$ cat src/rtl/serial_subtractor_if.sv
// Handshake and operand/result bundle for serial_subtractor.
// The ovf result line exists only when SERIAL_SUB_OVF_EN is defined.
interface serial_subtractor_if #(
  parameter int WIDTH = 16
);
  logic             start;
  logic [WIDTH-1:0] a;
  logic [WIDTH-1:0] b;
  logic             busy;
  logic             done;
  logic [WIDTH-1:0] diff;
  logic             bout;
`ifdef SERIAL_SUB_OVF_EN
  logic             ovf;
`endif

  modport master (
    output start, a, b,
`ifdef SERIAL_SUB_OVF_EN
    input  ovf,
`endif
    input  busy, done, diff, bout
  );

  modport slave (
    input  start, a, b,
`ifdef SERIAL_SUB_OVF_EN
    output ovf,
`endif
    output busy, done, diff, bout
  );
endinterface

$ cat src/rtl/serial_subtractor.sv
// Bit-serial A - B using one full-adder cell (B inverted, carry seeded to 1), LSB first.
// Define SERIAL_SUB_OVF_EN to add the signed-overflow output ovf.
module serial_subtractor #(
  parameter int WIDTH = 16
) (
  input logic                clk,
  input logic                rst,
  serial_subtractor_if.slave bus
);
  localparam int CNT_W = (WIDTH > 2) ? $clog2(WIDTH) : 1;

  typedef enum logic [1:0] {
    S_IDLE,
    S_RUN,
    S_DONE
  } state_t;

  state_t           state, state_nxt;
  logic [WIDTH-1:0] a_sh, b_sh, r_sh;
  logic [CNT_W-1:0] cnt;
  logic             carry;
  logic             load, step, finish, last;
  logic             s, cy;
`ifdef SERIAL_SUB_OVF_EN
  logic             carry_msb_in;
`endif

  assign last = (cnt == CNT_W'(WIDTH - 1));

  // The single full-adder cell: a + ~b + carry.
  assign s  = a_sh[0] ^ ~b_sh[0] ^ carry;
  assign cy = (a_sh[0] & ~b_sh[0]) | (a_sh[0] & carry) | (~b_sh[0] & carry);

  always_ff @(posedge clk) begin
    if (rst) state <= S_IDLE;
    else     state <= state_nxt;
  end

  // NOTE: every output of this block gets a default first so no latch is inferred.
  always_comb begin
    state_nxt = state;
    load      = 1'b0;
    step      = 1'b0;
    finish    = 1'b0;
    case (state)
      S_IDLE: if (bus.start) begin
        load      = 1'b1;
        state_nxt = S_RUN;
      end
      S_RUN: begin
        step = 1'b1;
        if (last) state_nxt = S_DONE;
      end
      S_DONE: begin
        finish    = 1'b1;
        state_nxt = S_IDLE;
      end
      default: state_nxt = S_IDLE;
    endcase
  end

  // NOTE: sequential state uses non-blocking assignments so every flop samples pre-edge values.
  always_ff @(posedge clk) begin
    if (rst) begin
      a_sh     <= '0;
      b_sh     <= '0;
      r_sh     <= '0;
      cnt      <= '0;
      carry    <= 1'b0;
      bus.busy <= 1'b0;
      bus.done <= 1'b0;
      bus.diff <= '0;
      bus.bout <= 1'b0;
`ifdef SERIAL_SUB_OVF_EN
      carry_msb_in <= 1'b0;
      bus.ovf      <= 1'b0;
`endif
    end else begin
      bus.done <= finish;
      if (load) begin
        a_sh     <= bus.a;
        b_sh     <= bus.b;
        carry    <= 1'b1;
        cnt      <= '0;
        bus.busy <= 1'b1;
      end
      if (step) begin
        r_sh  <= {s, r_sh[WIDTH-1:1]};
        a_sh  <= a_sh >> 1;
        b_sh  <= b_sh >> 1;
        carry <= cy;
        cnt   <= cnt + 1'b1;
`ifdef SERIAL_SUB_OVF_EN
        // Carry entering the MSB cell is the carry held during the final bit.
        if (last) carry_msb_in <= carry;
`endif
      end
      if (finish) begin
        bus.busy <= 1'b0;
        bus.diff <= r_sh;
        bus.bout <= ~carry;
`ifdef SERIAL_SUB_OVF_EN
        bus.ovf  <= carry_msb_in ^ carry;
`endif
      end
    end
  end
endmodule

$ cat src/flat_wrapper.sv
// flat-port wrapper written by rule: the top's interface ports become plain ports
module serial_subtractor_flat 
#(
  parameter int WIDTH = 16
)
  (clk, rst, bus_start, bus_a, bus_b, bus_busy, bus_done, bus_diff, bus_bout);
  serial_subtractor_if #(.WIDTH(WIDTH)) bus_i ();
  input logic clk;
  input logic rst;
  input wire logic [$bits(bus_i.start)-1:0] bus_start;
  input wire logic [$bits(bus_i.a)-1:0] bus_a;
  input wire logic [$bits(bus_i.b)-1:0] bus_b;
  output wire logic [$bits(bus_i.busy)-1:0] bus_busy;
  output wire logic [$bits(bus_i.done)-1:0] bus_done;
  output wire logic [$bits(bus_i.diff)-1:0] bus_diff;
  output wire logic [$bits(bus_i.bout)-1:0] bus_bout;
  assign bus_i.start = bus_start;
  assign bus_i.a = bus_a;
  assign bus_i.b = bus_b;
  assign bus_busy = bus_i.busy;
  assign bus_done = bus_i.done;
  assign bus_diff = bus_i.diff;
  assign bus_bout = bus_i.bout;
  serial_subtractor #(.WIDTH(WIDTH)) u_core (.clk(clk), .rst(rst), .bus(bus_i));
endmodule
$ cat config.mk
export PLATFORM = sky130hd
export DESIGN_NAME = serial_subtractor_flat
export DESIGN_NICKNAME = d
export VERILOG_FILES = /design/src/rtl/serial_subtractor_if.sv /design/src/rtl/serial_subtractor.sv /design/src/flat_wrapper.sv
export SDC_FILE = /design/constraint.sdc
export NUM_CORES = 1
export LEC_CHECK = 0
export CORE_MARGIN = 2
export CORE_UTILIZATION = 56
export CTS_CLUSTER_DIAMETER = 50
export DETAILED_ROUTE_END_ITERATION = 10
export GPL_TIMING_DRIVEN = 0
export PLACE_DENSITY = 0.88
export SLEW_MARGIN = 20
export SYNTH_ARGS = -nofsm -noshare
export SYNTH_HDL_FRONTEND = slang
export SYNTH_SLANG_ARGS = --single-unit
$ cat constraint.sdc
create_clock -name clk -period 3.7 [get_ports clk]
set_input_delay 1.11 -clock clk [delete_from_list [all_inputs] [get_ports clk]]
set_output_delay 1.11 -clock clk [all_outputs]
set_load 0.01 [all_outputs]
* After elaboration in Yosys (flattened, before gate mapping)
Index checks and enable logic that the tools add are counted.
** Storage, ports and cells
- Flip-flop bits (word level) :: 74
- Output and inout bits :: 19
- Bits of input ports :: 35
- Logic and storage cells :: 47
** Cells by class
- Add/sub/neg operators :: 1
- Multiplexer cells :: 15
- Bitwise operators :: 9
- Reductions and logical operators :: 5
- Equal/unequal tests :: 5
** Operators with widths (count)
- $mux 15 :: 4
- $mux 4 :: 2
- $mux 1 :: 6
- $add 4x1->4 const B :: 1
- $eq 4x4->1 const B :: 1
- $mux 2 :: 2
- $pmux 2 s2 :: 1
- $reduce_or 2->1 :: 2
- $and 1x1->1 :: 3
- $eq 2x1->1 const B :: 1
- $eq 2x2->1 const B :: 1
- $logic_not 2->1 :: 1
- $ne 2x1->1 const B :: 1
- $ne 2x2->1 const B :: 1
- $not 1->1 :: 2
- $or 1x1->1 :: 2
- $reduce_and 2->1 :: 1
- $reduce_bool 2->1 :: 1
- $xor 1x1->1 :: 2

* Logic depth before layout (Yosys ltp)
Gate-level depths: netlist of run 1.
- Depth after elaboration :: 5
- Depth in mapped cells :: 6
- Mapped depth without buffers :: 4

* Worst setup path before layout of run 1
OpenSTA, ideal clock, no wires.
- Path type :: input port to flip-flop
- From :: in bus_start
- To :: reg u_core.a_sh[4]
- Stages on the path :: 5
- Path buffers :: 2
- Data required time :: 3.563 ns
- Setup slack :: 1.672 ns
- Arrival time :: 1.892 ns
- Cells stage by stage :: buf_2 or3b_1 buf_2 nor2_1 nor4_1
** Between the ends
- Longest elaborated chain between the ends :: 3
** Ends and longest elaborated chain
- start, declared :: line flat_wrapper.sv:10 : input wire logic [$bits(bus_i.start)-1:0] bus_start;
- $mux 1 :: line serial_subtractor.sv:46 : S_IDLE: if (bus.start) begin
- $mux 1 :: line serial_subtractor.sv:45 : case (state)
- $reduce_bool 2->1 (no source line)
- end signal, assigned :: line serial_subtractor.sv:81 : a_sh <= bus.a;
- end signal, assigned :: line serial_subtractor.sv:89 : a_sh <= a_sh >> 1;
- end, declared :: line serial_subtractor.sv:19 : logic [WIDTH-1:0] a_sh, b_sh, r_sh;
Every way passes these cells.
A chain may end at the register's enable or synchronous reset.

* Worst setup path after layout of run 1
- From :: reg u_core.bus.bout
- To :: out bus_bout
** RTL lines
- start, declared :: line serial_subtractor_if.sv:30 : output busy, done, diff, bout
- start signal, assigned :: line serial_subtractor.sv:101 : bus.bout <= ~carry;
- end, declared :: line flat_wrapper.sv:16 : output wire logic [$bits(bus_i.bout)-1:0] bus_bout;
No word-level cell between the ends.

==> run metrics, run 1 <==
Synth Cell Area=3030 um^2; Comb pwr share=0.125; final setup fails=0; sequential share of the synthesized area=0.489; worst path cell trace=clkdlybuf4s50_1; first-pass GRT wire length=12.2 mm; maxcap violations=0; cts hold-fix bufs=0; Max Root-Sink Buffers=2; internal power=1.38 mW; die height=77.5 um; die area=6010 um^2; setup TNS=0 ns; Max Slew Vio Count=0; Yosys warning count=0; Post-synth EDFFs=0; Buf/Inv on CP=1; Clock Power Share=0.400; Critical Path Start Type=flip-flop; CP max stage cell=clkdlybuf4s50_1; Synth Instances=317; DRC Markers=0; Final min period=2.36 ns; Nets=417; Post-Route WL=7.10 mm; vias per inst=5.64; I/O Buffers=52; #FFs+latches synth=74; Worst Clk Skew=0.00855 ns; layout cells sized above 1=0.177; Final Wtd Congestion=0.760; Post-CTS Setup Bufs=0; Worst Path Arrival=1.25 ns; Reg area=1480 um^2; nature of the critical path endpoint=output pin; largest net degree at the start of global routing=13; antenna violations before repair=0; Fillers=361; Core Rows=26; post-route ant nets=0; Initial Util=0.585; Vias=2568; result of the run=finished, final reports clean; total CTS buffers=9; critical path class=reg2out; clock-pin slew on the worst setup and hold paths=0.07 ns; ant diodes=0; Largest stage delay, worst path=0.55 ns; PostCTS Resize Cnt=0; Tightest Hold Check Type=reg2reg; synth unique cells=39; Leak=1.45 nW; gr usage total=0.258; ys async rst share=0; top_reg_cell synth=dfxtp_1; final hold vios=0; dpl ws=1.08 ns; register share of total power=0.475; Total Power=1.81 mW; crit-path max FO=2; clock sink count=74; clk_lat worst skew=0.34 ns; PwrDens=468 nW/um^2; IR drop worst, VDD=0.308 mV; remaining global-route overflow=0; H-tree depth=3; number of global-route vias before repair=2510; Root Buffer Master=clkbuf_8; Slew @ Worst Pin=0.593 ns; WP data required=2.59 ns; Core Area=5170 um^2; DRT Pass-1 Iters=4; highest achievable clock rate=424 MHz; Die X=77.5 um; relative slew slack=0.605; post-route setup slack=1.34 ns; area of the multi-input gates=1340 um^2; syn avg cell area=9.55 um^2; cell family with most CP delay=buffers and inverters; DR WL/cell=15.6 um; RSZ-0062 raised after global routing=no; Post-DP HPWL=4.75 mm; Synthesized Nets=354; # IOs=54; minimum setup slack among reg-to-reg paths=2.22 ns; Initial DRC Count=141; Sw Share=0.239; NetSw=0.433 mW; CTS tree=built; area grow syn2layout=27.9%; Final period util=0.638
==> logic make-up (layout without fill, tap and decap cells) <==
logic type	Yosys count	in the layout	synth area share
DFF	74	74	0.489
and+or+nand+nor	118	118	0.183
muxes	4	4	0.0153
buffers and inverters	32	100	0.0678
AOI/OAI and AO/OA	87	87	0.234
adders and majority gates	2	2	0.0107
==> power groups by stage <==
stage                     clock [mW]  combinational, mW  sequential, mW
after floorplan                    0              0.151           0.873
after global placement             0              0.216           0.877
after detailed placement           0              0.223           0.879
after CTS                      0.732              0.227           0.861
after global routing           0.771              0.250           0.866
final                          0.725              0.226           0.862
==> final timing paths <==
kind | to | cells after the start | startpoint
setup / recovery | bus_bout | 1 | u_core.bus.bout$_SDFFE_PP0P_
hold / removal | u_core.r_sh[0]$_SDFFE_PP0N_ | 2 | u_core.r_sh[0]$_SDFFE_PP0N_
setup reg to reg | u_core.a_sh[15]$_SDFFE_PP0P_ | 4 | u_core.state[0]$_SDFFE_PP0P_
hold reg to reg | u_core.r_sh[0]$_SDFFE_PP0N_ | 2 | u_core.r_sh[0]$_SDFFE_PP0N_
==> Yosys cell counts, types with 2 or more instances <==
master	count	area (um^2)
dfxtp_1	74	1480
nor2_1	55	206
nand2_1	33	124
a21oi_1	18	90.1
a22o_1	17	149
a211oi_1	15	113
o2bb2ai_1	15	131
a211oi_2	10	125
buf_2	9	45.0
buf_4	9	67.6
nor2_2	8	50.1
o22ai_1	8	50.1
nor4_1	7	43.8
clkbuf_1	4	15.0
buf_6	3	33.8
nand2b_1	3	18.8
inv_1	2	7.51
inv_2	2	7.51
mux2i_1	2	20.0
nand3_1	2	10.0
nor3_1	2	10.0
nor3_2	2	20.0
==> registers in the layout, summed over array words and instances (netlist names) <==
name             cells
u_core.r_sh         16
u_core.bus.done      1
u_core.bus.busy      1
u_core.state         2
u_core.b_sh         16
u_core.bus.bout      1
u_core.carry         1
u_core.bus.diff     16
u_core.a_sh         16
u_core.cnt           4
==> metal layers <==
metal,track usage,wire length (um),vias to the layer above
li1,-,-,1247
met1,0.330,3150,1220
met2,0.420,3460,82
met3,0.0477,315,19
met4,0.125,172,0
met5,0,0,-
==> cell usage in the layout, fill, tap and decap left out, types with 2 or more instances in the layout <==
| master | instances |
|---|---|
| a211oi_1 | 15 |
| a211oi_2 | 10 |
| a21oi_1 | 18 |
| a22o_1 | 17 |
| buf_2 | 9 |
| buf_4 | 9 |
| buf_6 | 3 |
| bufinv_16 | 2 |
| clkbuf_1 | 4 |
| clkbuf_8 | 12 |
| clkdlybuf4s50_1 | 52 |
| dfxtp_1 | 74 |
| inv_1 | 2 |
| inv_2 | 2 |
| mux2i_1 | 2 |
| nand2_1 | 33 |
| nand2b_1 | 3 |
| nand3_1 | 2 |
| nor2_1 | 55 |
| nor2_2 | 8 |
| nor3_1 | 2 |
| nor3_2 | 2 |
| nor4_1 | 7 |
| o22ai_1 | 8 |
| o2bb2ai_1 | 15 |
==> cell type report <==
type,instances,share of cell area
Buffer,28,0.0491
Tap cell,70,0.0226
Clock inverter,4,0.0187
Sequential cell,74,0.383
Multi-Input combinational cell,211,0.346
Timing Repair Buffer,52,0.134
Inverter,4,0.00388
Clock buffer,12,0.0426
==> stage by stage <==
stage | hold slack [ns] | instances | instance area [um^2] | utilization
floorplan | 0.436 | 317 | 3030 | -
global placement | 0.455 | 439 | 3630 | 0.703
detailed placement | 0.462 | 439 | 3630 | 0.703
CTS | 0.475 | 455 | 3870 | 0.749
global route | 0.500 | 455 | 3870 | 0.749
finish | 0.476 | 455 | 3870 | 0.749
Note: power is estimated with default switching activity, not from simulation.
==> run 2, diff against run 1 <==
Settings changed: CORE_UTILIZATION 56 to 52, PLACE_DENSITY 0.88 to 0.83.
Clock period 3.7 ns to 2.4 ns, I/O delays scaled along.
==> run 2 against run 1 <==
First-iteration DRC count rose by 24%. Clock power rose by 36%. Global-route usage shrank 2.1 points. Critical path type unchanged. Largest power group unchanged. Highest routed layer unchanged.
==> run metrics, run 2 (synthesis gave the netlist of run 1 again) <==
most common cell after layout, fill and taps aside=dfxtp_1; ant diodes=0 (unchanged); Initial Util=0.543 (-0.0422); RSZ-0062 raised after global routing=no; cts hold-fix bufs=0 (unchanged); reg2reg end=u_core.bus.diff[9]$_SDFFE_PP0P_; Worst Hold Depth=2 (unchanged); Post-Route WL=6.93 mm (-2.3%); area grow syn2layout=26.9%; Reg area=1480 um^2 (unchanged); Initial DRC Count=175 (+24%); largest net degree at the start of global routing=13 (unchanged); number of global-route vias before repair=2532 (+0.88%); die area=6450 um^2 (+7.3%); Hold Slack=0.465 ns (-0.0103 ns); final setup fails=0 (unchanged); Critical Path Start Type=flip-flop; Final period util=0.815; Vias=2512 (-2.2%); # IOs=54 (unchanged); post-route ant nets=0 (unchanged); Reg-to-Reg Start=u_core.state[1]$_SDFFE_PP0P_; IR drop worst, VDD=0.513 mV (+67%); CTS tree=built; result of the run=finished, final reports clean; Nets=417 (unchanged); DR WL/cell=15.2 um (-2.8%); Die X=80.3 um (+3.6%); dpl cell area=3640 um^2 (about the same); Final Wtd Congestion=0.813 (+6.9%); highest achievable clock rate=511 MHz; I/O Buffers=52 (unchanged); Leak=1.44 nW (-0.82%); maxcap violations=0 (unchanged); minimum setup slack among reg-to-reg paths=0.97 ns (-1.25 ns); Fillers=429 (+19%); Largest stage delay, worst path=0.54 ns (about the same); total CTS buffers=9 (unchanged); clock sink count=74 (unchanged); Buf/Inv on CP=1 (unchanged); nature of the critical path endpoint=output pin; Worst Path Arrival=1.24 ns (about the same); Post-DP HPWL=4.58 mm (-3.5%); DRC Markers=0 (unchanged); vias per inst=5.50 (-2.6%); DRT Pass-1 Iters=4 (unchanged); H-tree depth=3 (unchanged); Worst Clk Skew=0.00734 ns (-0.00121 ns); Post-CTS Setup Bufs=0 (unchanged); Hold Startpoint=u_core.r_sh[0]$_SDFFE_PP0N_; cell family with most CP delay=buffers and inverters; Slew @ Worst Pin=0.552 ns (-0.0409 ns); Core Rows=27 (+3.8%); worst path cell trace=clkdlybuf4s50_1; antenna violations before repair=0 (unchanged); cell area after layout=3840 um^2 (-0.81%); clock-pin slew on the worst setup and hold paths=0.08 ns (about the same); end of the worst hold path=u_core.r_sh[0]$_SDFFE_PP0N_; Tightest Hold Check Type=reg2reg; setup TNS=0 ns (unchanged); remaining global-route overflow=0 (unchanged); relative slew slack=0.632 (+0.0273); Root Buffer Master=clkbuf_8; Max Root-Sink Buffers=2 (unchanged); Core Area=5570 um^2 (+7.8%); gr usage total=0.237 (-0.0210); critical path class=reg2out; worst reg2reg path depth=5 (+1); layout cells sized above 1=0.174 (-0.00260); clk_lat worst skew=0.34 ns (about the same); commonest cells after routing, fill and taps aside=dfxtp_1, nor2_1, clkdlybuf4s50_1, nand2_1, a21oi_1; PostCTS Resize Cnt=0 (unchanged); PwrDens=693 nW/um^2 (+48%); Final min period=1.96 ns; area of the multi-input gates=1340 um^2 (unchanged); final hold vios=0 (unchanged); WP data required=1.68 ns (-0.91 ns); Max Slew Vio Count=0 (unchanged); crit-path max FO=2 (unchanged); CP max stage cell=clkdlybuf4s50_1; first-pass GRT wire length=11.7 mm (-3.9%); die height=80.3 um (+3.6%)
==> run 2: changes by cell type in the layout (fill, tap and decap cells not counted) <==
cell,before,now
clkbuf_1,4,5
clkinvlp_4,1,0
bufinv_16,2,1
inv_6,0,1
clkinv_2,1,2
clkbuf_8,12,11
==> run 2: worst max path at each step <==
stage                                           from                     endpoint  slack, ns  depth (start not counted)
global placement                                 rst  u_core.r_sh[6]$_SDFFE_PP0N_       0.19                          4
CTS                  u_core.bus.diff[8]$_SDFFE_PP0P_                  bus_diff[8]       0.43                          1
detailed placement                               rst  u_core.r_sh[2]$_SDFFE_PP0N_       0.17                          4
finish              u_core.bus.diff[13]$_SDFFE_PP0P_                 bus_diff[13]       0.44                          1
global route        u_core.bus.diff[13]$_SDFFE_PP0P_                 bus_diff[13]       0.40                          1
floorplan                                  bus_start  u_core.a_sh[4]$_SDFFE_PP0P_       0.76                          5
==> run 2: power by group <==
group | internal, mW | switching, mW | total, mW
Clock | 0.538 | 0.445 | 0.983
Combinational | 0.169 | 0.182 | 0.351
Sequential | 1.29 | 0.0372 | 1.33
==> run 2: routing by layer <==
layer  track usage  vias up  part of all wire
li1              -     1241                 -
met1         0.303     1190              0.46
met2         0.373       70              0.48
met3        0.0483       11             0.049
met4         0.129        0             0.016
met5             0        -                 0
==> run 2: area by class of cell <==
cell class	count	share of cell area
buffer	28	0.0495
clock buffer	12	0.0404
clock inverter	4	0.0127
inverter	4	0.00391
multi-input combinational	211	0.349
sequential	74	0.386
tap	72	0.0235
timing repair buffer	52	0.136
==> run 2: through the flow <==
| stage | total power [mW] | util | setup WS (ns) | std cells |
|---|---|---|---|---|
| after detailed placement | 1.70 | 0.653 | 0.172 | 441 |
| after floorplan | 1.58 | - | 0.762 | 317 |
| final | 2.66 | 0.689 | 0.443 | 457 |
| after global placement | 1.69 | 0.653 | 0.188 | 441 |
| after global routing | 2.75 | 0.689 | 0.397 | 457 |
| after CTS | 2.67 | 0.689 | 0.425 | 457 |
